--- config.mk ---
export PLATFORM = sky130hd
export DESIGN_NAME = av2_intra_pred_sched
export DESIGN_NICKNAME = d
export VERILOG_FILES = /design/src/rtl/av2_intra_pkg.sv /design/src/rtl/av2_tb_walker.sv /design/src/rtl/av2_intra_pred_sched.sv
export SDC_FILE = /design/constraint.sdc
export NUM_CORES = 1
export LEC_CHECK = 0
export BUFFER_PORTS_ARGS = -buffer_cell sky130_fd_sc_hd__buf_2
export CAP_MARGIN = 20
export CORE_MARGIN = 4
export CORE_UTILIZATION = 63
export DETAILED_ROUTE_END_ITERATION = 10
export PLACE_DENSITY = 0.88
export SYNTH_ARGS = -nofsm -noshare
export SYNTH_HDL_FRONTEND = slang
export SYNTH_SLANG_ARGS = --single-unit
--- constraint.sdc ---
create_clock -name clk -period 5.5 [get_ports clk]
set_input_delay 1.1 -clock clk [delete_from_list [all_inputs] [get_ports clk]]
set_output_delay 1.1 -clock clk [all_outputs]
set_load 0.02 [all_outputs]
--- src/rtl/av2_intra_pkg.sv ---
// Shared types and helpers for the intra prediction sub-block scheduler.
// Holds the FSM encoding, the block-edge log2 limits and small log2 arithmetic helpers.
package av2_intra_pkg;

  localparam logic [2:0] LOG2_MIN = 3'd2;
  localparam logic [2:0] LOG2_MAX = 3'd6;

  typedef enum logic [2:0] {
    ST_IDLE      = 3'd0,
    ST_FETCH     = 3'd1,
    ST_START     = 3'd2,
    ST_WAIT_PRED = 3'd3,
    ST_NEXT      = 3'd4
  } sched_state_e;

  function automatic logic [2:0] clamp_log2(input logic [2:0] v, input logic [2:0] hi);
    logic [2:0] r;
    if (v < LOG2_MIN) begin
      r = LOG2_MIN;
    end else if (v > hi) begin
      r = hi;
    end else begin
      r = v;
    end
    return r;
  endfunction

  function automatic logic [2:0] min_log2(input logic [2:0] a, input logic [2:0] b);
    return (a < b) ? a : b;
  endfunction

  // Seven bits so that an edge of 64 is representable.
  function automatic logic [6:0] pow2(input logic [2:0] l);
    return 7'd1 << l;
  endfunction

endpackage

--- src/rtl/av2_tb_walker.sv ---
// Raster walker over transform sub-blocks of one coding block.
// Owns the x/y offsets, the advance step and the last-sub-block flag.
module av2_tb_walker
  import av2_intra_pkg::*;
(
  input  logic       clk,
  input  logic       rst_n,
  input  logic       init_i,
  input  logic       advance_i,
  input  logic [2:0] bw_log2_i,
  input  logic [2:0] bh_log2_i,
  input  logic [2:0] tw_log2_i,
  input  logic [2:0] th_log2_i,
  output logic [5:0] x_o,
  output logic [5:0] y_o,
  output logic       last_o
);

  logic [6:0] x_q, x_d;
  logic [6:0] y_q, y_d;
  logic [6:0] x_step;

  assign x_step = x_q + pow2(tw_log2_i);

  // Next offset: restart at the origin, step right, or wrap to the next row.
  always_comb begin
    x_d = x_q;
    y_d = y_q;
    if (init_i) begin
      x_d = 7'd0;
      y_d = 7'd0;
    end else if (advance_i) begin
      if (x_step == pow2(bw_log2_i)) begin
        x_d = 7'd0;
        y_d = y_q + pow2(th_log2_i);
      end else begin
        x_d = x_step;
        y_d = y_q;
      end
    end else begin
      x_d = x_q;
      y_d = y_q;
    end
  end

  // Offset registers.
  always_ff @(posedge clk or negedge rst_n) begin
    if (!rst_n) begin
      x_q <= 7'd0;
      y_q <= 7'd0;
    end else begin
      x_q <= x_d;
      y_q <= y_d;
    end
  end

  assign x_o    = x_q[5:0];
  assign y_o    = y_q[5:0];
  assign last_o = (x_q == pow2(bw_log2_i) - pow2(tw_log2_i)) &&
                  (y_q == pow2(bh_log2_i) - pow2(th_log2_i));

endmodule

--- src/rtl/av2_intra_pred_sched.sv ---
// Intra prediction scheduler: splits one block command into transform sub-blocks,
// fetches references, starts the predictor and relays its handshake to reconstruction.
module av2_intra_pred_sched
  import av2_intra_pkg::*;
#(
  parameter int MAX_LOG2       = 6,
  parameter int TIMEOUT_CYCLES = 1024,
  parameter int TO_W           = 11
) (
  input  logic       clk,
  input  logic       rst_n,
  input  logic       blk_valid,
  output logic       blk_ready,
  input  logic [2:0] blk_w_log2,
  input  logic [2:0] blk_h_log2,
  input  logic [2:0] tx_w_log2,
  input  logic [2:0] tx_h_log2,
  input  logic [6:0] blk_mode,
  output logic       ref_req,
  output logic [5:0] ref_x,
  output logic [5:0] ref_y,
  input  logic       ref_done,
  output logic       pred_start,
  output logic [6:0] pred_mode,
  output logic [5:0] pred_w,
  output logic [5:0] pred_h,
  input  logic       pred_valid,
  output logic       pred_ready,
  output logic       tb_valid,
  input  logic       recon_ready,
  output logic       tb_last,
  output logic       blk_done,
  output logic       err_timeout
);

  localparam logic [2:0]      MAX_L   = 3'(MAX_LOG2);
  localparam logic [TO_W-1:0] WD_LAST = TO_W'(TIMEOUT_CYCLES - 1);

  sched_state_e    state_q, state_d;
  logic [TO_W-1:0] wd_q, wd_d;
  logic            err_q, err_d;
  logic [2:0]      bw_q, bw_d, bh_q, bh_d, tw_q, tw_d, th_q, th_d;
  logic [6:0]      mode_q, mode_d;
  logic [5:0]      pw_q, pw_d, ph_q, ph_d;
  logic [2:0]      bw_c, bh_c, tw_c, th_c;
  logic            accept, advance, last_s;

  assign bw_c = clamp_log2(blk_w_log2, MAX_L);
  assign bh_c = clamp_log2(blk_h_log2, MAX_L);
  assign tw_c = min_log2(tx_w_log2, bw_c);
  assign th_c = min_log2(tx_h_log2, bh_c);

  // Next-state, watchdog and command-latch logic.
  always_comb begin
    state_d = state_q;
    wd_d    = wd_q;
    err_d   = err_q;
    bw_d    = bw_q;
    bh_d    = bh_q;
    tw_d    = tw_q;
    th_d    = th_q;
    mode_d  = mode_q;
    pw_d    = pw_q;
    ph_d    = ph_q;
    accept  = 1'b0;
    advance = 1'b0;
    case (state_q)
      ST_IDLE: begin
        if (blk_valid) begin
          accept  = 1'b1;
          err_d   = 1'b0;
          bw_d    = bw_c;
          bh_d    = bh_c;
          tw_d    = tw_c;
          th_d    = th_c;
          mode_d  = blk_mode;
          pw_d    = 6'(pow2(tw_c) - 7'd1);
          ph_d    = 6'(pow2(th_c) - 7'd1);
          state_d = ST_FETCH;
        end else begin
          state_d = ST_IDLE;
        end
      end
      ST_FETCH: begin
        if (ref_done) begin
          state_d = ST_START;
        end else begin
          state_d = ST_FETCH;
        end
      end
      ST_START: begin
        wd_d    = {TO_W{1'b0}};
        state_d = ST_WAIT_PRED;
      end
      ST_WAIT_PRED: begin
        // A handshake on the final watchdog cycle still wins over the timeout.
        if (pred_valid && recon_ready) begin
          state_d = ST_NEXT;
        end else if (wd_q == WD_LAST) begin
          err_d   = 1'b1;
          state_d = ST_IDLE;
        end else begin
          wd_d    = wd_q + {{(TO_W-1){1'b0}}, 1'b1};
          state_d = ST_WAIT_PRED;
        end
      end
      ST_NEXT: begin
        advance = 1'b1;
        if (last_s) begin
          state_d = ST_IDLE;
        end else begin
          state_d = ST_FETCH;
        end
      end
      default: begin
        state_d = ST_IDLE;
      end
    endcase
  end

  // State, watchdog and latched command registers.
  always_ff @(posedge clk or negedge rst_n) begin
    if (!rst_n) begin
      state_q <= ST_IDLE;
      wd_q    <= {TO_W{1'b0}};
      err_q   <= 1'b0;
      bw_q    <= 3'd0;
      bh_q    <= 3'd0;
      tw_q    <= 3'd0;
      th_q    <= 3'd0;
      mode_q  <= 7'd0;
      pw_q    <= 6'd0;
      ph_q    <= 6'd0;
    end else begin
      state_q <= state_d;
      wd_q    <= wd_d;
      err_q   <= err_d;
      bw_q    <= bw_d;
      bh_q    <= bh_d;
      tw_q    <= tw_d;
      th_q    <= th_d;
      mode_q  <= mode_d;
      pw_q    <= pw_d;
      ph_q    <= ph_d;
    end
  end

  av2_tb_walker u_walker (
    .clk       (clk),
    .rst_n     (rst_n),
    .init_i    (accept),
    .advance_i (advance),
    .bw_log2_i (bw_q),
    .bh_log2_i (bh_q),
    .tw_log2_i (tw_q),
    .th_log2_i (th_q),
    .x_o       (ref_x),
    .y_o       (ref_y),
    .last_o    (last_s)
  );

  assign blk_ready   = (state_q == ST_IDLE);
  assign ref_req     = (state_q == ST_FETCH);
  assign pred_start  = (state_q == ST_START);
  assign pred_ready  = (state_q == ST_WAIT_PRED) && recon_ready;
  assign tb_valid    = (state_q == ST_WAIT_PRED) && pred_valid;
  assign blk_done    = (state_q == ST_NEXT) && last_s;
  // Walker offsets are stale while idle, so the flag is masked there.
  assign tb_last     = (state_q != ST_IDLE) && last_s;
  assign pred_mode   = mode_q;
  assign pred_w      = pw_q;
  assign pred_h      = ph_q;
  assign err_timeout = err_q;

endmodule

# Word level (Yosys, flattened, before mapping)
# Index checks and enable logic that the tools add are counted.
# Widths: inputs -> output; s select.
[word_totals]
register_bits = 60
word_cells = 87
inputBits = 25
[classes]
n_reduce_logical = 16
muxes = 28
n_eq_ne = 12
n_lt_le_gt_ge = 6
n_shift = 6
addsub = 7
[ops]
columns = ["cell", "n"]
rows = [
  ["$mux 7", 6],
  ["$shl 1x3->7 const A", 4],
  ["$mux 11", 2],
  ["$pmux 11 s2", 1],
  ["$eq 7x7->1", 3],
  ["$mux 3", 7],
  ["$pmux 3 s5", 1],
  ["$add 7x7->7", 2],
  ["$sub 7x7->7", 2],
  ["$shl 1x3->6 const A", 2],
  ["$sub 6x1->6 const B", 2],
  ["$add 11x1->11 const B", 1],
  ["$eq 11x10->1 const B", 1],
  ["$mux 1", 8],
  ["$ne 2x2->1 const B", 4],
  ["$reduce_bool 2->1", 4],
  ["$eq 3x2->1 const B", 2],
  ["$gt 3x3->1 const B", 2],
  ["$logic_and 1x1->1", 6],
  ["$lt 3x2->1 const B", 2],
  ["$lt 3x3->1", 2],
  ["$mux 2", 2],
  ["$reduce_and 2->1", 2],
  ["$reduce_and 4->1", 1],
  ["other kinds (6)", 6],
]

# Depth between registers and ports, before layout
# Gate-level depths: netlist of run 1.
[logic_depth]
word_depth = 7
depth_mapped = 12

# Hierarchy
# A second synthesis of run 1 with hierarchy kept.
[hier_totals]
cells_unflattened = 544
hier_area_um2 = 4763.3
[by_module_without_submodules]
columns = ["mod", "seq_area_each_um2", "instances", "cells_per_inst", "area_per_inst_um2"]
rows = [
  ["av2_intra_pred_sched", 1151.1, 1, 258, 2383.5],
  ["av2_tb_walker", 350.3, 1, 286, 2379.8],
]

# Worst setup path after synthesis of run 1
# Ideal clock, no wire load.
[synth_path]
path_type = "reg2out"
start = "register bw_q[1]"
end = "output blk_done"
path_stages_with_launch = 12
slack_ps = 1347
t_arrival_ps = 3053
path_cell_list = "dfrtp_1 buf_6 or3_1 ha_1 inv_1 fa_1 xnor2_1 nand4_1 or4_1 nor4_2 nand3_1 nor2_1"
[synth_between]
elab_chain_cells = 5
[synth_rtl]
columns = ["item", "line", "rtl"]
rows = [
  ["start, declared", "av2_intra_pred_sched.sv:42", "logic [2:0] bw_q, bw_d, bh_q, bh_d, tw_q, tw_d, th_q, th_d;"],
  ["start signal, assigned", "av2_intra_pred_sched.sv:138", "bw_q <= bw_d;"],
  ["$shl 1x3->7", "av2_intra_pkg.sv:34", "return 7'd1 << l;"],
  ["$sub 7x7->7", "av2_tb_walker.sv:59", "assign last_o = (x_q == pow2(bw_log2_i) - pow2(tw_log2_i)) &&"],
  ["$eq 7x7->1", "av2_tb_walker.sv:59", ""],
  ["$logic_and 1x1->1", "av2_tb_walker.sv:59", ""],
  ["$logic_and 1x1->1", "av2_intra_pred_sched.sv:167", "assign blk_done = (state_q == ST_NEXT) && last_s;"],
  ["end, declared", "av2_intra_pred_sched.sv:32", "output logic blk_done,"],
]
# Every way passes these cells.

# Final worst setup path of run 1
# Same ends and word-level chain as after synthesis.

==> results of run 1 <==
==> sequential cells by signal (all words and copies together), names as in the netlist <==
register and flops:
th_q 3, err_timeout 1, wd_q 11, tw_q 3
u_walker.y_q 7, bw_q 3, pred_h 6, pred_mode 7
u_walker.x_q 7, state_q 3, bh_q 3, pred_w 6
==> cell families (layout without fill, tap and decap cells) <==
| family | after synthesis | after routing | share of synthesized area (%) |
|---|---|---|---|
| AOI/OAI and AO/OA | 92 | 92 | 15.04 |
| xor gates and xnor gates | 52 | 52 | 11.44 |
| adders and majority gates | 36 | 36 | 10.71 |
| buffers and inverters | 49 | 107 | 5.608 |
| DFF | 60 | 60 | 33.48 |
| muxes | 11 | 11 | 2.651 |
| and+or+nand+nor | 175 | 175 | 21.07 |
==> metal layers <==
layer | track usage [%] | share of wire, % | wire length, µm | vias to the layer above
li1 | - | - | - | 1748
met1 | 30.99 | 43 | 4283 | 1703
met2 | 42.84 | 50 | 4956 | 85
met3 | 7.392 | 5.5 | 550 | 19
met4 | 9.282 | 1.5 | 154 | 0
met5 | 0 | 0 | 0 | -
==> critical path, cell delays in order, from the launching register on <==
cell	delay, ns
dfrtp_1	0.52
or3_1	0.42
ha_1	0.22
inv_1	0.07
fa_1	0.42
xnor2_1	0.21
nand4_1	0.10
or4_1	0.54
nor4_2	0.36
nand3_1	0.15
nor2_1	0.13
buf_2	0.17
==> cell type report <==
cell class	count	area [µm²]	area share (%)
inverters	25	93.84	1.883
well taps	96	120.1	2.410
flip-flops and latches	60	1501	30.12
multi-input cells	366	2731	54.79
clock inverters	7	76.32	1.531
clock buffers	9	123.9	2.485
repair buffers	66	337.8	6.777
==> power by group through the flow <==
| stage | clock network [mW] | logic (mW) | registers, mW |
|---|---|---|---|
| 2_1_floorplan | 0 | 1.13 | 0.761 |
| 3_3_place_gp | 0 | 1.45 | 0.708 |
| 3_5_place_dp | 0 | 1.50 | 0.724 |
| 4_1_cts | 0.420 | 1.51 | 0.718 |
| 5_1_grt | 0.439 | 1.68 | 0.744 |
| 6_report | 0.414 | 1.51 | 0.721 |
==> metrics by stage <==
step                setup WS, ns  cells
floorplan                  1.347    475
global placement           1.214    613
detailed placement         1.125    613
CTS                       0.7144    629
global route              0.5615    629
finish                    0.7251    629
==> placed cells by master (no fill, tap or decap), types with 8 or more instances in the layout <==
cell       n
o21ai_0   24
nand3b_1   8
clkbuf_8   9
dfrtp_1   60
buf_2     63
xnor2_1   31
ha_1      32
nor3b_1    9
inv_1     25
nand2_1   67
nand3_1    8
xor2_1    15
a21o_1     9
nor2_1    32
a21oi_1   14
==> worst max-delay path by stage <==
stage | slack, ns | start | to
detailed placement | 1.13 | bw_q[1] | blk_done
floorplan | 1.35 | bw_q[1] | blk_done
CTS | 0.71 | bw_q[1] | blk_done
finish | 0.73 | bw_q[1] | blk_done
global route | 0.56 | bw_q[1] | blk_done
global placement | 1.21 | bw_q[1] | blk_done
==> out/qor.txt, run 1 <==
number of global-route vias before repair: 3721
most area-hungry cell type in the Yosys netlist: dfrtp_1
sequential cell area fraction in the yosys report: 33.48%
clock tree from TritonCTS: done
Starting Density: 65.28%
total core area: 6869 µm²
number of nets in the finished design: 589
largest fanout on the critical path: 12
count of cells along the worst hold path: 2
clock latency on the worst-skew pair: 0.36 ns
WL/cell: 15.81 µm
antenna diode count: 0
post-synthesis area per instance: 9.441 µm²
Area growth, synth to finish: 11.16%
number of flops mapped to enable cells by yosys: 0
Final period util: 86.82%
R2R Path Start: bw_q[1]
netlist area before placement: 4484 µm²
path depth of the worst reg2reg path: 10
sequential share of power: 27.3%
net switching share of the total power: 45.94%
area share of the largest cell type after synthesis: 33.48%
DR pass1 iterations: 6
clock-pin slew on the worst setup and hold paths: 0.07 ns
max cap viols: 0
#FFs+latches synth: 60
y dimension of the die: 92.37 µm
cells resized by post-CTS repair: 0
total power per unit cell area: 530.9 nW/µm²
Clk pwr share: 15.6%
minimum clock period after layout: 4.775 ns
Remaining DRCs: 0
Leak Pwr: 2.563 nW
routability cong.: 0.9495
Starting DRT DRC Count: 135
I/O pin cnt: 64
Routed Antenna Nets: 0
DP HPWL: 7534 µm
ranking of synthesized cells by instance count: nand2_1, dfrtp_1, ha_1, nor2_1, xnor2_1
slew at the pin with the worst max-slew slack: 0.8287 ns
worst max-slew margin expressed relative to the limit: 44.75%
category of the most critical setup path: flip-flop to primary output
cell chosen for the clock root: clkbuf_8
sum of routed wire length over all layers: 9945 µm
count of buffers inserted at the top-level ports: 63
Final Max Slew Viols: 0
initial antenna violation count: 0
drt via density: 5.652
Die X: 92.37 µm
utilization after layout: 72.57%
top flip-flop cell by instance count after synthesis: dfrtp_1
Final TNS setup: 0 ns
buffer levels on the longest clock path: 2
class of the tightest hold or removal check: flip-flop to flip-flop
share of post-route cells with drive strength above 1: 21.76%
maximum number of pins on one net before global-route repair: 61
Setup Skew: 0.008074 ns
total CTS buffers: 9
number of endpoints with negative hold slack in the final report: 0
Post-Synthesis Net Count: 536
Worst Hold End: pred_mode[1]
library cell with the highest instance count after synthesis: nand2_1
flop2flop setup slack: 2.22 ns
number of instances in the synthesized netlist: 475
die footprint: 8531 µm²
setup repair after global routing missed its margin: false
proportion of power drawn by combinational gates: 57.1%
CP required: 4.40 ns
hold bufs inserted after CTS: 0
count of cell types in the netlist: 68
result of the run: completed
most area-consuming cells after synthesis: dfrtp_1, ha_1, xnor2_1, nand2_1, xor2_1
H-Tree Level Count: 3
Setup Viol. Count Final: 0
Final Cell Area: 4985 µm²
number of vias after detailed routing: 3555
total global routing track utilization: 25.45%
total setup buffers inserted after CTS: 0
endpoint of the most critical register-to-register path: state_q[0]
filler cell count: 515
total number of placement rows: 30
net switching power of the design: 1.216 mW
nature of the critical path startpoint: flip-flop
HP Start: pred_mode[1]
synthesis warning total: 0
Worst Hold Margin: 0.4811 ns
timing-limited maximum frequency: 209.4 MHz
total design power: 2.646 mW
Int Power: 1.431 mW
clk sinks: 60
share of flip-flops with an asynchronous set or reset: 100.0%
area of placed instances: 4785 µm²
capturing element type of the critical path: primary output
worst IR drop on VDD: 0.0002858 V
final global-route overflow total: 0
data arrival time at the worst-slack endpoint: 3.67 ns
first-pass GRT wire length: 17260 µm
Power figures use the tool's default switching activity.
==> run 2: changes to the inputs <==
CORE_UTILIZATION = 58   (was 63)
PLACE_DENSITY = 0.82   (was 0.88)
clock period = 5.2 ns   (was 5.5 ns; I/O delays follow)
==> run 2 against run 1 <==
  * Setup slack lost 0.14 ns
  * Highest routed layer unchanged
  * Register-to-register slack got worse by 0.32 ns
  * Utilization shrank 4.4 points
  * Sequential share of layout area fell by 0.22 points
  * Total power grew 7.9%
  * Die area up 7.9%
  * Routed wire length fell by 2.5%
  * Global-route usage decreased by 2.6 points
==> out/qor.txt, run 2 (synthesis gave the netlist of run 1 again) <==
total core area: 7370 µm² (+7.3%)
Die X: 95.93 µm (+3.9%)
category of the most critical setup path: flip-flop to primary output
routability cong.: 0.9138 (-3.8%)
Starting DRT DRC Count: 219 (+62%)
sum of routed wire length over all layers: 9700 µm (-2.5%)
Setup Viol. Count Final: 0 (unchanged)
crit path setup slack, layout: 0.5853 ns (-0.1398 ns)
placed cell count: 616 (+0.49%)
Final Cell Area: 5021 µm² (+0.73%)
highest-delay cell along the critical path: or4_1
slew at the pin with the worst max-slew slack: 0.8074 ns (-0.02131 ns)
commonest cells after routing, fill and taps aside: nand2_1, buf_2, dfrtp_1, nor2_1, ha_1
family of cells with the greatest summed delay on the critical path: simple AND/OR/NAND/NOR gates
largest fanout on the critical path: 12 (unchanged)
worst IR drop on VDD: 0.0003294 V (+15%)
first-pass GRT wire length: 16360 µm (-5.2%)
Setup Skew: 0.009778 ns (+0.001705 ns)
total design power: 2.855 mW (+7.9%)
minimum clock period after layout: 4.615 ns
Remaining DRCs: 0 (unchanged)
count of buffers inserted at the top-level ports: 63 (unchanged)
Top reg by flops: wd_q
data arrival time at the worst-slack endpoint: 3.57 ns (-0.10 ns)
drt via density: 5.592 (-1.1%)
capturing element type of the critical path: primary output
number of vias after detailed routing: 3534 (-0.59%)
max cap viols: 0 (unchanged)
Final period util: 88.74%
class of the tightest hold or removal check: flip-flop to flip-flop
Non-Filler Instances: 632 (+0.48%)
I/O pin cnt: 64 (unchanged)
total CTS buffers: 9 (unchanged)
area of placed instances: 4788 µm² (about the same)
cell chosen for the clock root: clkbuf_8
CP required: 4.16 ns (-0.24 ns)
share of post-route cells with drive strength above 1: 21.76% (unchanged)
DP HPWL: 7316 µm (-2.9%)
H-Tree Level Count: 3 (unchanged)
Worst Hold Margin: 0.4802 ns (-0.0008790 ns)
clock tree from TritonCTS: done
filler cell count: 619 (+20%)
total global routing track utilization: 22.89% (-2.6 points)
antenna diode count: 0 (unchanged)
result of the run: completed
number of global-route vias before repair: 3523 (-5.3%)
total power per unit cell area: 568.6 nW/µm² (+7.1%)
WL/cell: 15.35 µm (-2.9%)
max reg flops: 11 (unchanged)
y dimension of the die: 95.93 µm (+3.9%)
number of buffer and inverter stages on the critical path: 2 (unchanged)
area of combinational cells with multiple inputs: 2731 µm² (unchanged)
sequential standard cell area: 1501 µm² (unchanged)
clock-pin slew on the worst setup and hold paths: 0.07 ns (about the same)
hold bufs inserted after CTS: 0 (unchanged)
Final Max Slew Viols: 0 (unchanged)
critical path's largest stage delay: 0.54 ns (about the same)
most common library cell in the layout ignoring fill and taps: nand2_1
Area growth, synth to finish: 11.97%
clk sinks: 60 (unchanged)
Place WS: 0.9620 ns (-0.1631 ns)
total setup buffers inserted after CTS: 0 (unchanged)
total number of placement rows: 31 (+3.3%)
Routed Antenna Nets: 0 (unchanged)
final global-route overflow total: 0 (unchanged)
clock latency on the worst-skew pair: 0.34 ns (-0.02 ns)
number of endpoints with negative hold slack in the final report: 0 (unchanged)
nature of the critical path startpoint: flip-flop
timing-limited maximum frequency: 216.7 MHz
buffer levels on the longest clock path: 2 (unchanged)
die footprint: 9203 µm² (+7.9%)
cells resized by post-CTS repair: 0 (unchanged)
Final TNS setup: 0 ns (unchanged)
initial antenna violation count: 0 (unchanged)
setup repair after global routing missed its margin: false
Starting Density: 60.85% (-4.4 points)
Leak Pwr: 2.583 nW (+0.79%)
maximum number of pins on one net before global-route repair: 61 (unchanged)
number of nets in the finished design: 589 (unchanged)
series of cell instances along the critical path: or3_1 -> ha_1 -> inv_1 -> fa_1 -> xnor2_1 -> nand4_1 -> or4_1 -> nor4_2 -> nand3_1 -> nor2_1 -> buf_2
worst max-slew margin expressed relative to the limit: 46.17% (+1.4 points)
DR pass1 iterations: 4 (-2)
utilization after layout: 68.13% (-4.4 points)
[run 2: cell count changes in the layout (fill, tap and decap cells not counted), sizes merged]
cell	before	now
clkinvlp	2	1
clkinv	3	1
bufinv	1	2
clkbuf	9	11
[run 2: report_power, final]
| group | switching [mW] | internal, mW | leakage (nW) |
|---|---|---|---|
| logic | 0.907 | 0.687 | 1.69 |
| registers | 0.160 | 0.605 | 0.781 |
| clock network | 0.201 | 0.297 | 0.116 |
[run 2: final timing paths]
kind / slack [ns] / endpoint / from / depth (start not counted)
max: 0.59 / blk_done / bw_q[1] / 11
min: 0.48 / pred_mode[3] / pred_mode[3] / 2
max reg2reg: 1.90 / state_q[0] / bw_q[1] / 10
min reg2reg: 0.48 / pred_mode[3] / pred_mode[3] / 2
max in group asynchronous: 3.84 / pred_h[3] / rst_n / 2
min in group asynchronous: 0.86 / u_walker.x_q[4] / rst_n / 2
[run 2: layout make-up]
| type | instances | share of cell area (%) |
|---|---|---|
| clock buffers | 11 | 3.015 |
| well taps | 99 | 2.467 |
| multi-input cells | 366 | 54.40 |
| clock inverters | 5 | 1.620 |
| inverters | 25 | 1.869 |
| repair buffers | 66 | 6.728 |
| flip-flops and latches | 60 | 29.90 |
[run 2: routing by layer]
metal  wire length (µm)  vias to the layer above  track usage (%)
met5                  0                        -                0
met4                148                        0            7.701
met3                724                       16            5.395
met2               4410                      106            37.06
met1               4417                     1666            30.17
li1                   -                     1746                -
[run 2: tightest hold or removal path: stages (launching register included)]
cell and delay [ns]:
dfrtp_1 0.35, nand2_1 0.05, nand2_1 0.05
==> run 3: changes to the inputs <==
REMOVE_ABC_BUFFERS = 1   (was not set)
==> run 3 against run 2 <==
  * Clock skew increased by 0.0028 ns
  * Highest routed layer unchanged
  * Largest cell class unchanged
  * Total power decreased by 3.7%
  * Die area unchanged
==> out/qor.txt, run 3 (synthesis gave the netlist of run 1 again) <==
Routed Antenna Nets: 0 (unchanged)
utilization after layout: 67.67% (-0.46 points)
series of cell instances along the critical path: or3_1 -> ha_1 -> inv_1 -> fa_1 -> xnor2_1 -> nand4_1 -> or4_1 -> nor4_2 -> nand3_1 -> nor2_1 -> buf_2
net switching share of the total power: 44.98% (+0.61 points)
commonest cells after routing, fill and taps aside: nand2_1, buf_2, dfrtp_1, nor2_1, ha_1
Setup Viol. Count Final: 0 (unchanged)
timing-limited maximum frequency: 216.0 MHz (-0.32%)
critical path's largest stage delay: 0.54 ns (about the same)
highest-delay cell along the critical path: or4_1
number of buffer and inverter stages on the critical path: 2 (unchanged)
capturing element type of the critical path: primary output
total number of placement rows: 31 (unchanged)
maximum number of pins on one net before global-route repair: 61 (unchanged)
initial antenna violation count: 0 (unchanged)
die footprint: 9203 µm² (unchanged)
clock latency on the worst-skew pair: 0.35 ns (about the same)
number of vias after detailed routing: 3481 (-1.5%)
H-Tree Level Count: 3 (unchanged)
setup repair after global routing missed its margin: false
sum of routed wire length over all layers: 9213 µm (-5.0%)
Setup Skew: 0.01259 ns (+0.002810 ns)
class of the tightest hold or removal check: flip-flop to flip-flop
DR pass1 iterations: 4 (unchanged)
sequential share of power: 27.6% (+0.8 points)
net switching power of the design: 1.236 mW (-2.4%)
crit path setup slack, layout: 0.5703 ns (-0.01504 ns)
worst IR drop on VDD: 0.0003213 V (-2.5%)
total power per unit cell area: 551.0 nW/µm² (-3.1%)
clk sinks: 60 (unchanged)
number of nets in the finished design: 589 (unchanged)
family of cells with the greatest summed delay on the critical path: simple AND/OR/NAND/NOR gates
clock tree from TritonCTS: done
max cap viols: 0 (unchanged)
minimum clock period after layout: 4.630 ns (+0.01504 ns)
total global routing track utilization: 22.33% (-0.56 points)
routability cong.: 0.8615 (-5.7%)
number of endpoints with negative hold slack in the final report: 0 (unchanged)
Starting Density: 60.85% (unchanged)
DP HPWL: 6944 µm (-5.1%)
Final Max Slew Viols: 0 (unchanged)
max reg flops: 11 (unchanged)
Area growth, synth to finish: 11.22%
cells resized by post-CTS repair: 0 (unchanged)
share of post-route cells with drive strength above 1: 21.76% (unchanged)
total core area: 7370 µm² (unchanged)
Remaining DRCs: 0 (unchanged)
drt via density: 5.508 (-1.5%)
cell chosen for the clock root: clkbuf_8
hold bufs inserted after CTS: 0 (unchanged)
total design power: 2.748 mW (-3.7%)
I/O pin cnt: 64 (unchanged)
proportion of power drawn by combinational gates: 56.8% (+1.0 points)
result of the run: completed
Int Power: 1.512 mW (-4.8%)
category of the most critical setup path: flip-flop to primary output
worst max-slew margin expressed relative to the limit: 49.99% (+3.8 points)
count of buffers inserted at the top-level ports: 63 (unchanged)
nature of the critical path startpoint: flip-flop
y dimension of the die: 95.93 µm (unchanged)
Final TNS setup: 0 ns (unchanged)
Place WS: 0.9436 ns (-0.01844 ns)
WL/cell: 14.58 µm (-5.0%)
slew at the pin with the worst max-slew slack: 0.7502 ns (-0.05727 ns)
first-pass GRT wire length: 15960 µm (-2.4%)
largest fanout on the critical path: 12 (unchanged)
Worst Hold Margin: 0.4785 ns (-0.001689 ns)
most common library cell in the layout ignoring fill and taps: nand2_1
number of global-route vias before repair: 3489 (-0.97%)
clock-pin slew on the worst setup and hold paths: 0.07 ns (about the same)
Leak Pwr: 2.559 nW (-0.93%)
buffer levels on the longest clock path: 2 (unchanged)
final global-route overflow total: 0 (unchanged)
CP required: 4.16 ns (about the same)
Die X: 95.93 µm (unchanged)
antenna diode count: 0 (unchanged)
total setup buffers inserted after CTS: 0 (unchanged)
data arrival time at the worst-slack endpoint: 3.59 ns (+0.02 ns)
Final period util: 89.03% (+0.29 points)
Starting DRT DRC Count: 131 (-40%)
Clk pwr share: 15.6% (-1.8 points)
Top reg by flops: wd_q
total CTS buffers: 9 (unchanged)
## run 3: changes by cell type in the layout (fill, tap and decap cells not counted)
cell	before	now
bufinv_16	2	1
clkbuf_8	11	9
clkinv_4	0	1
clkinvlp_4	1	3
## run 3: stage by stage
stage / cells / area, µm²
2_1_floorplan: 451 / 4327
3_3_place_gp: 616 / 4788
3_5_place_dp: 616 / 4788
4_1_cts: 632 / 4987
5_1_grt: 632 / 4987
6_report: 632 / 4987
## run 3: power by group through the flow
stage          Combinational [mW]  Sequential, mW  Clock (mW)
4_1_cts                      1.57           0.757       0.438
6_report                     1.56           0.759       0.428
3_3_place_gp                 1.51           0.750           0
3_5_place_dp                 1.56           0.765           0
5_1_grt                      1.74           0.787       0.458
2_1_floorplan                1.12           0.833           0
## run 3: final cells by class
class / instances / area [µm²]
inverter: 25 / 93.84
multi-input combinational: 366 / 2731
timing repair buffer: 66 / 337.8
sequential: 60 / 1501
tap: 99 / 123.9
clock buffer: 9 / 123.9
clock inverter: 7 / 75.07
fill: 601 / 2382
## run 3: final timing paths
check                      slack [ns]          from      endpoint  cells past startpoint
max in group asynchronous        3.86         rst_n       wd_q[4]                      2
hold / removal                   0.48  pred_mode[6]  pred_mode[6]                      2
hold reg to reg                  0.48  pred_mode[6]  pred_mode[6]                      2
setup reg to reg                 2.03       bw_q[1]    state_q[0]                     10
setup / recovery                 0.57       bw_q[1]      blk_done                     11
min in group asynchronous        0.82         rst_n     pred_w[1]                      2
## run 3: per-layer routing
metal	global-route usage [%]	part of all wire [%]	vias to the layer above
li1	-	-	1745
met1	28.60	46	1643
met2	35.44	47	69
met3	6.411	5.1	24
met4	9.242	2.7	0
met5	0	0	-
## run 3: worst reg2reg max path, stage by stage (launching register included)
cell and delay (ns):
dfrtp_1 0.52, or3_1 0.42, ha_1 0.22, inv_1 0.07, fa_1 0.41, xnor2_1 0.19
nand4_1 0.10, or4_1 0.54, nor4_2 0.30, a31oi_1 0.12, o22a_1 0.17
